$ cat src/rtl/mem_port_arbiter_pkg.sv
// Shared types and constants for the fetch/data memory port arbiter.
package mem_arb_pkg;

    typedef enum logic [0:0] {
        DATA_PRI  = 1'b0,
        FETCH_PRI = 1'b1
    } arb_state_e;

    typedef struct packed {
        logic valid;
        logic is_fetch;
    } tag_t;

    localparam int MAX_MEM_LAT = 4;

    function automatic int strb_w(input int data_w);
        return data_w / 8;
    endfunction

endpackage

$ cat src/rtl/mem_port_arbiter_if.sv
// Bus bundle between the two pipeline requesters, the arbiter and the memory.
interface mem_port_arbiter_if #(
    parameter int ADDR_W = 32,
    parameter int DATA_W = 32
);
    import mem_arb_pkg::*;

    localparam int STRB_W = strb_w(DATA_W);

    logic              flush;
    logic              if_req;
    logic [ADDR_W-1:0] if_addr;
    logic              if_gnt;
    logic              if_rvalid;
    logic [DATA_W-1:0] if_rdata;
    logic              d_req;
    logic              d_we;
    logic [ADDR_W-1:0] d_addr;
    logic [DATA_W-1:0] d_wdata;
    logic [STRB_W-1:0] d_wstrb;
    logic              d_gnt;
    logic              d_rvalid;
    logic [DATA_W-1:0] d_rdata;
    logic              mem_en;
    logic              mem_we;
    logic [ADDR_W-1:0] mem_addr;
    logic [DATA_W-1:0] mem_wdata;
    logic [STRB_W-1:0] mem_wstrb;
    logic [DATA_W-1:0] mem_rdata;

    modport slave (
        input  flush, if_req, if_addr, d_req, d_we, d_addr, d_wdata, d_wstrb, mem_rdata,
        output if_gnt, if_rvalid, if_rdata, d_gnt, d_rvalid, d_rdata,
               mem_en, mem_we, mem_addr, mem_wdata, mem_wstrb
    );

    modport master (
        output flush, if_req, if_addr, d_req, d_we, d_addr, d_wdata, d_wstrb, mem_rdata,
        input  if_gnt, if_rvalid, if_rdata, d_gnt, d_rvalid, d_rdata,
               mem_en, mem_we, mem_addr, mem_wdata, mem_wstrb
    );

endinterface

$ cat src/rtl/mem_port_arbiter_resp_tag_pipe.sv
// Read-response owner tracking: a MEM_LAT-deep tag shift register whose head
// says which stage (if any) the current mem_rdata belongs to.
module resp_tag_pipe
    import mem_arb_pkg::*;
#(
    parameter int MEM_LAT = 1
) (
    input  logic clk,
    input  logic rst,
    input  logic flush,
    input  tag_t issue,
    output logic if_rvalid,
    output logic d_rvalid
);

    tag_t tag_r [MEM_LAT];
    tag_t head_s;

    // Shift tags toward the head; fetch tags passing through a flush cycle are killed.
    always_ff @(posedge clk or negedge rst) begin
        if (!rst) begin
            for (int i = 0; i < MEM_LAT; i++) begin
                tag_r[i] <= '0;
            end
        end else begin
            tag_r[0].valid    <= issue.valid & ~(flush & issue.is_fetch);
            tag_r[0].is_fetch <= issue.is_fetch;
            for (int i = 1; i < MEM_LAT; i++) begin
                tag_r[i].valid    <= tag_r[i-1].valid & ~(flush & tag_r[i-1].is_fetch);
                tag_r[i].is_fetch <= tag_r[i-1].is_fetch;
            end
        end
    end

    // Owner decode; a fetch response arriving during flush is dropped as stale.
    always_comb begin
        head_s    = tag_r[MEM_LAT-1];
        if_rvalid = head_s.valid & head_s.is_fetch & ~flush;
        d_rvalid  = head_s.valid & ~head_s.is_fetch;
    end

endmodule

$ cat src/rtl/mem_port_arbiter.sv
// Single-port memory arbiter: data-first priority with a fetch anti-starvation
// cap, one grant per cycle, owner-routed read responses and flush kill.
module mem_port_arbiter
    import mem_arb_pkg::*;
#(
    parameter int ADDR_W      = 32,
    parameter int DATA_W      = 32,
    parameter int MEM_LAT     = 1,
    parameter int MAX_D_BURST = 4
) (
    input  logic               clk,
    input  logic               rst,
    mem_port_arbiter_if.slave  bus
);

    localparam int STRB_W = strb_w(DATA_W);

    arb_state_e        state_r;
    arb_state_e        state_nxt_s;
    logic [3:0]        streak_r;
    logic [3:0]        streak_nxt_s;
    logic [3:0]        streak_inc_s;
    logic              fetch_ok_s;
    logic              if_gnt_s;
    logic              d_gnt_s;
    logic [ADDR_W-1:0] mem_addr_s;
    logic [DATA_W-1:0] mem_wdata_s;
    logic [STRB_W-1:0] mem_wstrb_s;
    tag_t              issue_s;
    logic              if_rvalid_s;
    logic              d_rvalid_s;

    // Grant selection; flush blocks fetch and reset blocks everything.
    always_comb begin
        if_gnt_s   = 1'b0;
        d_gnt_s    = 1'b0;
        fetch_ok_s = bus.if_req & ~bus.flush;
        case (state_r)
            DATA_PRI: begin
                d_gnt_s  = bus.d_req;
                if_gnt_s = fetch_ok_s & ~bus.d_req;
            end
            FETCH_PRI: begin
                if_gnt_s = fetch_ok_s;
                d_gnt_s  = bus.d_req & ~fetch_ok_s;
            end
            default: begin
                d_gnt_s  = bus.d_req;
                if_gnt_s = fetch_ok_s & ~bus.d_req;
            end
        endcase
        if_gnt_s = if_gnt_s & rst;
        d_gnt_s  = d_gnt_s & rst;
    end

    // Priority FSM and streak of data grants taken while fetch was waiting.
    always_comb begin
        state_nxt_s  = state_r;
        streak_nxt_s = streak_r;
        streak_inc_s = streak_r + 4'd1;
        case (state_r)
            DATA_PRI: begin
                if (!bus.if_req || if_gnt_s) begin
                    streak_nxt_s = 4'd0;
                end else if (d_gnt_s) begin
                    streak_nxt_s = streak_inc_s;
                    if (streak_inc_s == 4'(MAX_D_BURST)) begin
                        state_nxt_s = FETCH_PRI;
                    end else begin
                        state_nxt_s = DATA_PRI;
                    end
                end else begin
                    streak_nxt_s = streak_r;
                end
            end
            FETCH_PRI: begin
                if (!bus.if_req || if_gnt_s) begin
                    state_nxt_s  = DATA_PRI;
                    streak_nxt_s = 4'd0;
                end else begin
                    state_nxt_s  = FETCH_PRI;
                end
            end
            default: begin
                state_nxt_s  = DATA_PRI;
                streak_nxt_s = 4'd0;
            end
        endcase
    end

    // Priority state and streak registers.
    always_ff @(posedge clk or negedge rst) begin
        if (!rst) begin
            state_r  <= DATA_PRI;
            streak_r <= 4'd0;
        end else begin
            state_r  <= state_nxt_s;
            streak_r <= streak_nxt_s;
        end
    end

    // Memory request mux; fetches never write.
    always_comb begin
        if (d_gnt_s) begin
            mem_addr_s  = bus.d_addr;
            mem_wdata_s = bus.d_wdata;
            mem_wstrb_s = bus.d_wstrb;
        end else begin
            mem_addr_s  = bus.if_addr;
            mem_wdata_s = '0;
            mem_wstrb_s = '0;
        end
        issue_s.valid    = if_gnt_s | (d_gnt_s & ~bus.d_we);
        issue_s.is_fetch = if_gnt_s;
    end

    resp_tag_pipe #(
        .MEM_LAT (MEM_LAT)
    ) u_tags (
        .clk       (clk),
        .rst       (rst),
        .flush     (bus.flush),
        .issue     (issue_s),
        .if_rvalid (if_rvalid_s),
        .d_rvalid  (d_rvalid_s)
    );

    assign bus.if_gnt    = if_gnt_s;
    assign bus.d_gnt     = d_gnt_s;
    assign bus.mem_en    = if_gnt_s | d_gnt_s;
    assign bus.mem_we    = d_gnt_s & bus.d_we;
    assign bus.mem_addr  = mem_addr_s;
    assign bus.mem_wdata = mem_wdata_s;
    assign bus.mem_wstrb = mem_wstrb_s;
    assign bus.if_rvalid = if_rvalid_s & rst;
    assign bus.d_rvalid  = d_rvalid_s & rst;
    assign bus.if_rdata  = bus.mem_rdata;
    assign bus.d_rdata   = bus.mem_rdata;

endmodule

$ cat src/flat_wrapper.sv
// flat-port wrapper written by rule: the top's interface ports become plain ports
module mem_port_arbiter_flat import mem_arb_pkg::*;
#(
    parameter int ADDR_W      = 32,
    parameter int DATA_W      = 32,
    parameter int MEM_LAT     = 1,
    parameter int MAX_D_BURST = 4
)
  (clk, rst, bus_flush, bus_if_req, bus_if_addr, bus_d_req, bus_d_we, bus_d_addr, bus_d_wdata, bus_d_wstrb, bus_mem_rdata, bus_if_gnt, bus_if_rvalid, bus_if_rdata, bus_d_gnt, bus_d_rvalid, bus_d_rdata, bus_mem_en, bus_mem_we, bus_mem_addr, bus_mem_wdata, bus_mem_wstrb);
  mem_port_arbiter_if #(.ADDR_W(ADDR_W), .DATA_W(DATA_W)) bus_i ();
  input  logic clk;
  input  logic rst;
  input wire logic [$bits(bus_i.flush)-1:0] bus_flush;
  input wire logic [$bits(bus_i.if_req)-1:0] bus_if_req;
  input wire logic [$bits(bus_i.if_addr)-1:0] bus_if_addr;
  input wire logic [$bits(bus_i.d_req)-1:0] bus_d_req;
  input wire logic [$bits(bus_i.d_we)-1:0] bus_d_we;
  input wire logic [$bits(bus_i.d_addr)-1:0] bus_d_addr;
  input wire logic [$bits(bus_i.d_wdata)-1:0] bus_d_wdata;
  input wire logic [$bits(bus_i.d_wstrb)-1:0] bus_d_wstrb;
  input wire logic [$bits(bus_i.mem_rdata)-1:0] bus_mem_rdata;
  output wire logic [$bits(bus_i.if_gnt)-1:0] bus_if_gnt;
  output wire logic [$bits(bus_i.if_rvalid)-1:0] bus_if_rvalid;
  output wire logic [$bits(bus_i.if_rdata)-1:0] bus_if_rdata;
  output wire logic [$bits(bus_i.d_gnt)-1:0] bus_d_gnt;
  output wire logic [$bits(bus_i.d_rvalid)-1:0] bus_d_rvalid;
  output wire logic [$bits(bus_i.d_rdata)-1:0] bus_d_rdata;
  output wire logic [$bits(bus_i.mem_en)-1:0] bus_mem_en;
  output wire logic [$bits(bus_i.mem_we)-1:0] bus_mem_we;
  output wire logic [$bits(bus_i.mem_addr)-1:0] bus_mem_addr;
  output wire logic [$bits(bus_i.mem_wdata)-1:0] bus_mem_wdata;
  output wire logic [$bits(bus_i.mem_wstrb)-1:0] bus_mem_wstrb;
  assign bus_i.flush = bus_flush;
  assign bus_i.if_req = bus_if_req;
  assign bus_i.if_addr = bus_if_addr;
  assign bus_i.d_req = bus_d_req;
  assign bus_i.d_we = bus_d_we;
  assign bus_i.d_addr = bus_d_addr;
  assign bus_i.d_wdata = bus_d_wdata;
  assign bus_i.d_wstrb = bus_d_wstrb;
  assign bus_i.mem_rdata = bus_mem_rdata;
  assign bus_if_gnt = bus_i.if_gnt;
  assign bus_if_rvalid = bus_i.if_rvalid;
  assign bus_if_rdata = bus_i.if_rdata;
  assign bus_d_gnt = bus_i.d_gnt;
  assign bus_d_rvalid = bus_i.d_rvalid;
  assign bus_d_rdata = bus_i.d_rdata;
  assign bus_mem_en = bus_i.mem_en;
  assign bus_mem_we = bus_i.mem_we;
  assign bus_mem_addr = bus_i.mem_addr;
  assign bus_mem_wdata = bus_i.mem_wdata;
  assign bus_mem_wstrb = bus_i.mem_wstrb;
  mem_port_arbiter #(.ADDR_W(ADDR_W), .DATA_W(DATA_W), .MEM_LAT(MEM_LAT), .MAX_D_BURST(MAX_D_BURST)) u_core (.clk(clk), .rst(rst), .bus(bus_i));
endmodule
$ cat config.mk
export PLATFORM = sky130hd
export DESIGN_NAME = mem_port_arbiter_flat
export DESIGN_NICKNAME = d
export VERILOG_FILES = /design/src/rtl/mem_port_arbiter_pkg.sv /design/src/rtl/mem_port_arbiter_if.sv /design/src/rtl/mem_port_arbiter_resp_tag_pipe.sv /design/src/rtl/mem_port_arbiter.sv /design/src/flat_wrapper.sv
export SDC_FILE = /design/constraint.sdc
export NUM_CORES = 1
export LEC_CHECK = 0
export BUFFER_PORTS_ARGS = -buffer_cell sky130_fd_sc_hd__clkbuf_2
export CAP_MARGIN = 5
export CORE_AREA = 2 2 106 108
export DETAILED_ROUTE_END_ITERATION = 10
export DIE_AREA = 0 0 108 110
export GPL_ROUTABILITY_DRIVEN = 0
export GPL_TIMING_DRIVEN = 1
export SYNTH_ARGS = -nofsm -noshare
export SYNTH_HDL_FRONTEND = slang
export SYNTH_SLANG_ARGS = --single-unit
$ cat constraint.sdc
create_clock -name clk -period 2.4 [get_ports clk]
set_input_delay 0.48 -clock clk [delete_from_list [all_inputs] [get_ports clk]]
set_output_delay 0.48 -clock clk [all_outputs]
set_load 0.005 [all_outputs]
; Yosys cells after proc, flatten, opt, wreduce, memory -nomap -nowiden
; Index checks and enable logic that the tools add are counted.
[classes]
n_addsub = 1
multipliers = 0
n_div = 0
order_cmp = 0
n_eq_ne = 3
n_shift = 0
muxes = 14
n_bitwise = 23
reduce_logical = 3
[ops]
columns = op, n
row1 = $mux W32, 2
row2 = $mux W4, 4
row3 = $and A1 B1 Y1, 14
row4 = $pmux W4 S2, 1
row5 = $not A1 Y1, 7
row6 = $pmux W1 S2, 3
row7 = $add A4 B1 Y4 const B, 1
row8 = $eq A4 B3 Y1 const B, 1
row9 = $mux W1, 4
row10 = $ne A3 B1 Y1 const B, 1
row11 = $ne A2 B2 Y1 const B, 1
row12 = $or A1 B1 Y1, 2
row13 = $reduce_and A2 Y1, 1
row14 = $logic_not A1 Y1, 1
row15 = $logic_or A1 B1 Y1, 1
[totals]
reg_bits = 7
latch_bits = 0
mem_bits_rw = 0
mem_bits_ro = 0
inputBits = 138
memories = 0

; Longest topological paths before layout
[depth]
depth_word = 9
mapped_depth = 4
ltp_nobuf = 4

; Modules after synthesis
; From an unflattened synthesis, not the netlist that was laid out.
[hier_totals]
hier_cells = 180
hier_area_um2 = 1534.0
[modules_own_cells]
columns = module, n_inst, cells_per_inst, area_each_um2, seq_area_each_um2
row1 = mem_port_arbiter, 1, 175, 1461.4, 125.1
row2 = resp_tag_pipe, 1, 5, 72.6, 50.0

; Worst setup path before layout
; No wires, ideal clock.
[synth_timing]
kind = input port to output port
start = input bus_if_req
end = output bus_mem_addr[30]
arrival_time_ns = 1.384
t_required_ns = 1.920
setup_slack_ns = 0.536
stages = 4
path_cell_list = nor2b_4 > a21oi_4 > clkbuf_2 > mux2_2
[synth_via]
elab_chain_cells = 6
[synth_lines]
columns = element, line_no
row1 = "start, declared", flat_wrapper.sv:14  ; input wire logic [$bits(bus_i.if_req)-1:0] bus_if_req;
row2 = $and A1 B1 Y1, mem_port_arbiter.sv:37  ; fetch_ok_s = bus.if_req & ~bus.flush;
row3 = $not A1 Y1, mem_port_arbiter.sv:45  ; d_gnt_s = bus.d_req & ~fetch_ok_s;
row4 = $and A1 B1 Y1, mem_port_arbiter.sv:45
row5 = $pmux W1 S2, mem_port_arbiter.sv:38  ; case (state_r)
row6 = $and A1 B1 Y1, mem_port_arbiter.sv:53  ; d_gnt_s = d_gnt_s & rst;
row7 = $mux W32, mem_port_arbiter.sv:104  ; if (d_gnt_s) begin
row8 = "end, declared", flat_wrapper.sv:30  ; output wire logic [$bits(bus_i.mem_addr)-1:0] bus_mem_addr;
; No other way between the ends.

; Final worst setup path
[layout_timing]
start = input bus_if_req
end = output bus_mem_addr[22]
; The elaborated chain is that of the path after synthesis.

==> summary.txt <==
Timing
  • Final Hold Violating Endpoints: 0
  • Setup TNS: 0 ns
  • RSZ-0062 raised after global routing: false
  • Fin. max-slew vios: 0
  • Worst hold slack: 0.193 ns
  • Minimum clock period: 2.19 ns
  • Slew Limit Headroom: 0.697
  • Achievable Freq: 0.456 GHz
  • Worst Max-Slew Pin Slew: 0.453 ns
  • Final Cycle Share: 0.913
  • Clock skew: 0.000293 ns
  • Setup violators final: 0

Pwr
  • Max IR drop VDD: 0.126 mV
  • Total chip power: 0.575 mW
  • Static leakage: 1.22 nW
  • Pwr Density: 268 nW/µm²

Cells and area
  • Most frequent cells in the layout: 179 x clkbuf_2, 37 x and2_1, 32 x mux2_2
  • Ant. Diodes: 0
  • Fin cells: 432
  • Layout cells sized above 1: 0.760
  • Fill cells: 1,204
  • Nets@finish: 432
  • Synth-to-layout area growth: 41.8%
  • Commonest non-fill, non-tap cell in the layout: clkbuf_2

Hold path
  • Min-Delay Path Class: in2async

Floorplan
  • FP Rows: 38
  • I/O pin total: 276
  • Die W: 108 µm
  • Die ar.: 11,900 µm²
  • Core area: 10,700 µm²
  • Starting Density: 0.141
  • Die Height: 110 µm

Drt
  • Post-route DRC violation count: 0
  • Drt first-iter violations: 35
  • Routed WL: 6400 µm
  • Via density: 3.64
  • WL/cell: 14.8 µm
  • First-pass DRT Iterations: 4
  • DR vias: 1,573
  • Post-route ant nets: 0

Synth
  • Post-synthesis average cell area: 8.55 µm²
  • Area leader, netlist: buf_4
  • Ranking of synthesized cells by area: buf_4 32%, mux2_2 24%, and2_1 15%
  • Syn nets: 316
  • Cell count after synthesis: 177
  • Share of the yosys chip area belonging to registers: 0.116
  • Ys Warns: 0
  • Netlist cell types: 30
  • Mapped Area: 1510 µm²
  • #FFs+latches synth: 7
  • Yosys top cell area share: 0.318

Global routing
  • Largest net degree at the start of global routing: 39
  • Met2 Resource Use GR: 0.172
  • Met3 Use GR: 0.0206
  • Vias in the first global route: 1,450
  • Global-route wire length before repair: 8020 µm
  • Met1 usage: 0.104
  • GRT busiest layer: met2
  • Grt ovf: 0
  • Initial antenna violation count: 0
  • Total GRT Usage: 0.0900

Worst setup path
  • Critical path type: in2out
  • Crit path launch: bus_if_req
  • CP cell instances: clkbuf_2 > nor2b_4 > a21oi_4 > buf_12 > mux2_2 > clkbuf_2
  • CP peak stage delay: 0.38 ns
  • CP max-delay cell: mux2_2
  • Data required time of the worst path: 1.92 ns
  • Cell mode on critical path: clkbuf_2
  • R2R Path Start: u_core.state_r
  • Crit path max fanout: 38
  • CP Launch Type: input pin
  • CP endpoint kind: output pin
  • Data arrival, critical path: 1.71 ns

Clock tree
  • Setup Fix Bufs, Post-CTS: 0
  • Clock latency on the worst-skew pair: 0.22 ns
  • Resize count post-CTS: 0
  • Clock Pin Slew Worst Setup and Hold Paths: 0.04 ns
  • Hold buffer count at cts: 0
  • Root Driver: clkbuf_8
  • TritonCTS Sinks: 7
  • H-tree levels: 1
  • CTS buffer count: 3
  • CTS max path bufs: 2
  • CTS tree: built

Place
  • PortBufs: 179
  • Post-DP HPWL: 5820 µm
  • Placed Cells: 428

Outcome
  • Status: finished clean

Flow run
  • Max-Cap Viols: 0
[state kept, by name, summed over array words and instances (netlist names)]
register              cells
u_core.state_r            1
u_core.streak_r           4
u_core.u_tags.head_s      2
[metrics by stage]
step | util | setup WS [ns] | cell area (µm²)
finish | 0.200 | 0.208 | 2140
CTS | 0.200 | 0.202 | 2140
floorplan | - | 0.536 | 1510
global route | 0.200 | 0.148 | 2140
global placement | 0.196 | 0.242 | 2100
detailed placement | 0.196 | 0.207 | 2100
[report_power, final]
part / internal [mW] / total, mW / leakage (nW) / switching [mW]
clock network: 0.115 / 0.161 / 0.0228 / 0.0468
registers: 0.122 / 0.126 / 0.0959 / 0.00313
logic: 0.170 / 0.288 / 1.10 / 0.117
[cell usage after synthesis]
cell / count
clkbuf_2: 1
o211ai_1: 1
a21oi_4: 1
a21boi_0: 1
mux2i_1: 1
buf_6: 3
nand3_1: 1
and3_2: 1
ha_1: 1
mux2_2: 32
nor2_1: 3
inv_1: 2
xnor2_1: 1
a22o_1: 1
dfrtp_1: 7
nor2b_4: 1
nand2b_1: 1
nor3b_1: 2
a21oi_1: 2
nand2_1: 4
buf_4: 64
a22o_2: 1
nand4b_1: 1
a21o_1: 1
a21bo_2: 1
clkbuf_1: 2
o21a_1: 1
buf_2: 1
o31ai_1: 1
and2_1: 37
[layer usage]
metal,wire [µm],up-vias,part of all wire
li1,-,746,-
met1,2270,725,0.35
met2,3460,102,0.54
met3,669,0,0.10
met4,0,0,0
met5,0,-,0
[path summary, 6_finish.rpt]
path / endpoint / slack, ns / cells past startpoint
worst max-delay path: bus_mem_addr[22] / 0.21 / 6
worst min-delay path: u_core.streak_r[0] / 0.19 / 2
worst max register to register: u_core.streak_r[3] / 1.16 / 4
worst min register to register: u_core.state_r / 0.51 / 1
max in group asynchronous: u_core.u_tags.head_s[0] / 2.06 / 2
min in group clk: u_core.state_r / 0.51 / 1
[layout make-up]
| cell class | instances | area (µm²) | share of cell area |
|---|---|---|---|
| Clock buffer | 4 | 45.0 | 0.0210 |
| Timing Repair Buffer | 182 | 943 | 0.440 |
| Multi-Input combinational cell | 97 | 798 | 0.372 |
| Sequential cell | 7 | 175 | 0.0817 |
| Tap cell | 140 | 175 | 0.0817 |
| Inverter | 2 | 7.51 | 0.00350 |
[worst max-delay path: cells and delay by family]
family / cells / cell delay, ns
AO/OA/AOI/OAI: 1 / 0.21
buffers and inverters: 3 / 0.45
AND/OR/NAND/NOR: 1 / 0.15
multiplexers: 1 / 0.38
[cells by family after synthesis]
kind of cell / Yosys count / synth area share
AO/OA/AOI/OAI: 11 / 0.0612
adder cells (fa/ha/maj): 1 / 0.00827
buffers and inverters: 73 / 0.356
XOR/XNOR: 1 / 0.00579
flip-flops: 7 / 0.116
multiplexers: 33 / 0.245
AND/OR/NAND/NOR: 51 / 0.208
Power figures use the tool's default switching activity.
